[config.mk]
export PLATFORM = sky130hd
export DESIGN_NAME = fetch_queue_stage
export DESIGN_NICKNAME = d
export VERILOG_FILES = /design/src/rtl/fetch_queue_stage_pkg.sv /design/src/rtl/fetch_queue_stage_fifo.sv /design/src/rtl/fetch_queue_stage.sv
export SDC_FILE = /design/constraint.sdc
export NUM_CORES = 1
export LEC_CHECK = 0
export CORE_ASPECT_RATIO = 1.25
export CORE_MARGIN = 2
export CORE_UTILIZATION = 55
export CTS_BUF_LIST = sky130_fd_sc_hd__clkbuf_4
export CTS_CLUSTER_SIZE = 20
export DETAILED_ROUTE_END_ITERATION = 7
export DONT_BUFFER_PORTS = 1
export MAX_ROUTING_LAYER = met4
export PLACE_DENSITY_LB_ADDON = 0.12
export SETUP_SLACK_MARGIN = 0.5
export SKIP_CTS_REPAIR_TIMING = 1
export SYNTH_ARGS = -nofsm -noshare
export SYNTH_HDL_FRONTEND = slang
export SYNTH_SLANG_ARGS = --single-unit
[constraint.sdc]
create_clock -name clk -period 11.6 [get_ports clk]
set_input_delay 1.16 -clock clk [delete_from_list [all_inputs] [get_ports clk]]
set_output_delay 1.16 -clock clk [all_outputs]
set_load 0.02 [all_outputs]
[src/rtl/fetch_queue_stage_pkg.sv]
// Shared types and exception codes for the multi-outstanding instruction fetch stage.
// Codes mirror the core-wide exception code table.
package fetch_queue_stage_pkg;

    localparam logic [4:0] EXC_INT  = 5'h00;
    localparam logic [4:0] EXC_ADEL = 5'h04;
    localparam logic [4:0] EXC_ADES = 5'h05;

    // killed sits in bit 0 so the generic FIFO can set it on every stored entry
    typedef struct packed {
        logic [31:0] pc;
        logic        exc;
        logic        killed;
    } pend_t;

    typedef struct packed {
        logic [31:0] pc;
        logic [31:0] inst;
        logic        exc;
    } ibuf_t;

endpackage

[src/rtl/fetch_queue_stage_fifo.sv]
// Single-clock FIFO with flush; optionally sets bit 0 of every stored entry on kill.
// head is combinational from storage and only meaningful while count is non-zero.
module sync_fifo #(
    parameter int WIDTH   = 8,
    parameter int DEPTH   = 4,
    parameter int KILL_EN = 0
) (
    input  logic                     clk,
    input  logic                     reset,
    input  logic                     push,
    input  logic [WIDTH-1:0]         push_data,
    input  logic                     pop,
    input  logic                     flush,
    input  logic                     kill,
    output logic [$clog2(DEPTH):0]   count,
    output logic [WIDTH-1:0]         head
);
    localparam int PW = (DEPTH > 1) ? $clog2(DEPTH) : 1;
    localparam int CW = $clog2(DEPTH) + 1;

    logic [WIDTH-1:0] r_mem [DEPTH];
    logic [PW-1:0]    r_rptr;
    logic [PW-1:0]    r_wptr;
    logic [CW-1:0]    r_count;

    function automatic logic [PW-1:0] ptr_inc(input logic [PW-1:0] p);
        return (p == PW'(DEPTH - 1)) ? '0 : p + 1'b1;
    endfunction

    always_ff @(posedge clk) begin
        if (reset || flush) begin
            r_rptr  <= '0;
            r_wptr  <= '0;
            r_count <= '0;
        end else begin
            if (push) r_wptr <= ptr_inc(r_wptr);
            if (pop)  r_rptr <= ptr_inc(r_rptr);
            r_count <= r_count + CW'(push) - CW'(pop);
        end
    end

    // The kill loop comes after the push write so an entry written this cycle is also marked
    always_ff @(posedge clk) begin
        if (push && !flush) r_mem[r_wptr] <= push_data;
        if (KILL_EN != 0 && kill) begin
            for (int i = 0; i < DEPTH; i++) r_mem[i][0] <= 1'b1;
        end
    end

    assign count = r_count;
    assign head  = r_mem[r_rptr];

endmodule

[src/rtl/fetch_queue_stage.sv]
// Instruction fetch stage with OUTSTANDING in-flight bus requests and a BUF_DEPTH instruction buffer.
// Misaligned PCs become ordered ADEL exceptions; cancel flushes the buffer and kills in-flight requests.
module fetch_queue_stage
    import fetch_queue_stage_pkg::*;
#(
    parameter int OUTSTANDING = 4,
    parameter int BUF_DEPTH   = 4
) (
    input  logic        clk,
    input  logic        reset,
    output logic        inst_req,
    output logic [31:0] inst_addr,
    input  logic        inst_addr_ok,
    input  logic [31:0] inst_rdata,
    input  logic        inst_data_ok,
    input  logic        valid_i,
    input  logic [31:0] pc_i,
    output logic        ready_o,
    output logic        valid_o,
    input  logic        ready_i,
    output logic [31:0] pc_o,
    output logic [31:0] inst_o,
    output logic        exc_o,
    output logic [4:0]  exccode_o,
    output logic [31:0] badvaddr_o,
    input  logic        cancel_i,
    output logic        wait_data
);
    localparam int PCW = $clog2(OUTSTANDING) + 1;
    localparam int BCW = $clog2(BUF_DEPTH) + 1;

    logic [PCW-1:0] w_pend_cnt;
    logic [BCW-1:0] w_buf_cnt;
    pend_t          w_pend_head;
    pend_t          w_pend_in;
    ibuf_t          w_buf_head;
    ibuf_t          w_buf_in;
    logic [PCW-1:0] r_data_pend;
    logic [PCW-1:0] r_exc_pend;

    logic w_room, w_aligned, w_take, w_push;
    logic w_pend_vld, w_exc_ret, w_data_ret, w_pend_pop;
    logic w_buf_push, w_buf_pop;

    always_comb begin
        // Credit covers pending entries so every response has a buffer slot waiting for it
        w_room    = (int'(w_pend_cnt) + int'(w_buf_cnt) < BUF_DEPTH) &&
                    (int'(w_pend_cnt) < OUTSTANDING);
        w_aligned = (pc_i[1:0] == 2'b00);
        w_take    = valid_i && w_room && !cancel_i;
        // Hold bus issue while an exception is queued: a response must never arrive with an
        // exception entry at the pending head, or it would have no entry to retire against.
        inst_req  = w_take && w_aligned && (r_exc_pend == '0);
        w_push    = (inst_req && inst_addr_ok) || (w_take && !w_aligned);
        w_pend_in = '{pc: pc_i, exc: !w_aligned, killed: 1'b0};

        w_pend_vld = (w_pend_cnt != '0);
        w_exc_ret  = w_pend_vld && w_pend_head.exc;
        w_data_ret = w_pend_vld && !w_pend_head.exc && inst_data_ok;
        w_pend_pop = w_exc_ret || w_data_ret;
        w_buf_push = w_pend_pop && !w_pend_head.killed && !cancel_i;
        w_buf_in   = '{pc:   w_pend_head.pc,
                       inst: w_exc_ret ? 32'h0 : inst_rdata,
                       exc:  w_exc_ret};

        w_buf_pop  = valid_o && ready_i;
    end

    assign inst_addr  = pc_i;
    assign ready_o    = w_push;
    assign valid_o    = (w_buf_cnt != '0);
    assign pc_o       = valid_o ? w_buf_head.pc : 32'h0;
    assign inst_o     = valid_o ? w_buf_head.inst : 32'h0;
    assign exc_o      = valid_o && w_buf_head.exc;
    assign exccode_o  = exc_o ? EXC_ADEL : 5'h00;
    assign badvaddr_o = exc_o ? w_buf_head.pc : 32'h0;
    assign wait_data  = (r_data_pend != '0);

    // Killed entries still count here: their responses have not drained yet
    always_ff @(posedge clk) begin
        if (reset) begin
            r_data_pend <= '0;
            r_exc_pend  <= '0;
        end else begin
            r_data_pend <= r_data_pend + PCW'(w_push && w_aligned) - PCW'(w_data_ret);
            r_exc_pend  <= r_exc_pend + PCW'(w_push && !w_aligned) - PCW'(w_exc_ret);
        end
    end

    sync_fifo #(
        .WIDTH   ($bits(pend_t)),
        .DEPTH   (OUTSTANDING),
        .KILL_EN (1)
    ) u_pend (
        .clk       (clk),
        .reset     (reset),
        .push      (w_push),
        .push_data (w_pend_in),
        .pop       (w_pend_pop),
        .flush     (1'b0),
        .kill      (cancel_i),
        .count     (w_pend_cnt),
        .head      (w_pend_head)
    );

    sync_fifo #(
        .WIDTH   ($bits(ibuf_t)),
        .DEPTH   (BUF_DEPTH),
        .KILL_EN (0)
    ) u_ibuf (
        .clk       (clk),
        .reset     (reset),
        .push      (w_buf_push),
        .push_data (w_buf_in),
        .pop       (w_buf_pop),
        .flush     (cancel_i),
        .kill      (1'b0),
        .count     (w_buf_cnt),
        .head      (w_buf_head)
    );

endmodule

==> impl_metrics.json <==
{
  "cts.root.buffer_cell": "clkbuf_4",
  "yosys.area.top_type": "edfxtp_1",
  "nNetsFinal": 1013,
  "p_leak_nw": 5.97,
  "ant_nets": 0,
  "portBuffers": 0,
  "yosys_warnings": 0,
  "cp-start-kind": "flip-flop",
  "initial_core_util_pct": 55.4,
  "power_density_nw_per_um2": 190,
  "min_path_type": "flip-flop to flip-flop",
  "drive_gt1_share_pct": 27.2,
  "cts_tree": "built",
  "setup_violations": 0,
  "min_from": "u_pend.r_mem[0][0]",
  "r2r_end": "r_exc_pend[2]",
  "instances_no_fill": 1399,
  "drv_slew": 0,
  "coreArea_um2": 30700,
  "min_to": "u_pend.r_mem[0][0]",
  "finalSetupTns_ps": 0,
  "post-route-period-util_pct": 38.8,
  "htree_levels": 3,
  "skew_ps": 35.2,
  "r2r_slack_ps": 7340,
  "synthCells": 891,
  "avgSynthCellArea_um2": 19.1,
  "outcome": "finished, final reports clean",
  "maxCapViolCount": 0,
  "dieHeight_um": 201,
  "ir_drop_uv": 114,
  "min_period_ps": 4500,
  "power_w": 0.00350,
  "setup.worst_path.class": "flip-flop to output port",
  "synth_edf_count": 393,
  "clock_sinks": 420,
  "grt_max_degree": 69,
  "relSlewSlack_pct": 21.2,
  "cts_buffer_depth": 3,
  "crit_arrival_ps": 3340,
  "clkLatencyLatePin_ps": 720,
  "syn_to_final_growth_pct": 7.81,
  "synth-seq-area-share_pct": 72.5,
  "num_vias": 7767,
  "place_inst": 1230,
  "drt-pass1-iter-count": 4,
  "synthArstFlopShare_pct": 0,
  "fill_cells": 2292,
  "yosysMostFrequentCell": "edfxtp_1",
  "clk_pin_slew_worst_paths_ps": 70,
  "track_usage_pct": 19.7,
  "synth_flop_cell": "edfxtp_1",
  "placementRows": 72,
  "rsz0062_at_grt": "false",
  "grt_pass1_vias": 8614,
  "dp_hpwl_um": 17600,
  "drtIter0Drc": 548,
  "routedWlPerCell_um": 21.7,
  "cts_buffers": 96,
  "gr-total-overflow": 0,
  "grt_pass1_wl_um": 46800,
  "syn_area_um2": 17000,
  "antenna_found_initial": 1,
  "yosys-top-cells-area": "edfxtp_1 (69%), mux4_2 (13%), and2_1 (3.7%)",
  "synth-seq-cells": 420,
  "worst_pin_slew_ps": 1180,
  "crit_path_max_fanout": 66,
  "io_pins": 209,
  "drcViolationCount": 0,
  "finalHoldViolCount": 0,
  "ff2ff_path_depth": 11,
  "worst_setup_path_end_kind": "output port",
  "fmax_mhz": 222,
  "hold_slack_ps": 466,
  "place_congestion": 0.757,
  "ys_types": 36,
  "die_x_um": 161,
  "wl_um": 30400,
  "cp.required_ps": 10440,
  "synth_top_area_share_pct": 69.3,
  "fin_util_pct": 59.8,
  "viasPerCell": 5.55,
  "die_area_um2": 32400,
  "whs_path_depth": 2,
  "synthTopCellsByCount": "edfxtp_1 (393), and2_1 (102), mux4_2 (97), nor2b_1 (72), buf_4 (38)"
}
[final cells by class]
type / instances / area (um^2) / share of cell area, %
inverters: 20 / 75.1 / 0.409
repair buffers: 6 / 45.0 / 0.245
flip-flops and latches: 420 / 12400 / 67.3
multi-input cells: 377 / 4170 / 22.7
diodes: 1 / 2.50 / 0.0136
well taps: 407 / 509 / 2.77
clock inverters: 31 / 175 / 0.954
clock buffers: 137 / 1030 / 5.60
[logic make-up after synthesis]
group,after synthesis,share of synthesized area (%)
XOR/XNOR,8,0.412
multiplexers,105,13.3
adder cells (fa/ha/maj),21,1.72
AO/OA/AOI/OAI,14,0.603
flip-flops,420,72.5
AND/OR/NAND/NOR,225,8.12
buffers and inverters,97,3.33
other,1,0.0220
[metal layers]
layer / track usage [%] / share of wire [%] / vias up
li1: - / - / 3501
met1: 23.7 / 41 / 4008
met2: 32.7 / 52 / 224
met3: 4.75 / 5.2 / 34
met4: 7.24 / 1.6 / 0
met5: - / 0 / -
[cell usage in the layout, fill, tap and decap left out, types with 2 or more instances in the layout]
master and count:
nand2_1 13, a21oi_1 6, inv_1 20, nand3_1 4
and2_4 4, clkbuf_4 137, dfxtp_4 2, dfxtp_2 2
conb_1 4, clkinv_1 23, nor2_1 14, ha_1 17
clkinv_2 5, o21ai_0 2, nor2b_1 72, and2_1 98
nor4b_4 2, fa_1 4, or2_2 4, or3_1 5
mux4_2 97, xnor2_1 7, o21bai_1 2, mux2i_1 7
dfxtp_1 23, edfxtp_1 393, buf_4 6, bufinv_16 2
[registers in the layout, summed over array words and instances (netlist names), named ones only]
| register | cells |
|---|---|
| u_pend.r_rptr | 2 |
| u_pend.r_mem | 136 |
| u_ibuf.count | 3 |
| u_pend.count | 3 |
| u_ibuf.r_rptr | 2 |
| r_data_pend | 3 |
| u_ibuf.r_wptr | 2 |
| u_pend.r_wptr | 2 |
| u_ibuf.r_mem | 260 |
| r_exc_pend | 3 |
[power by group]
part           total (W)  switching, W  internal [W]
sequential       0.00188     0.0000579       0.00182
combinational   0.000500      0.000293      0.000206
clock            0.00112      0.000529      0.000587
[worst max-delay path by stage]
stage	to	depth (start not counted)
floorplan	u_pend.r_mem[2][10]	3
global placement	r_exc_pend[2]	11
detailed placement	r_exc_pend[2]	11
CTS	exc_o	3
global route	badvaddr_o[0]	4
finish	exc_o	3
[worst max-delay path: stages, from the launching register on]
cell and delay (ps):
dfxtp_4 1010, mux2_2 440, o21ai_4 750, nor2b_1 410
[per-stage QoR]
| stage | cell area, um^2 | setup WS (ps) |
|---|---|---|
| floorplan | 17000 | 6860 |
| global placement | 17200 | 7490 |
| detailed placement | 17200 | 7300 |
| CTS | 18400 | 6900 |
| global route | 18400 | 6810 |
| finish | 18400 | 7100 |
(Power assumes the default switching activity.)
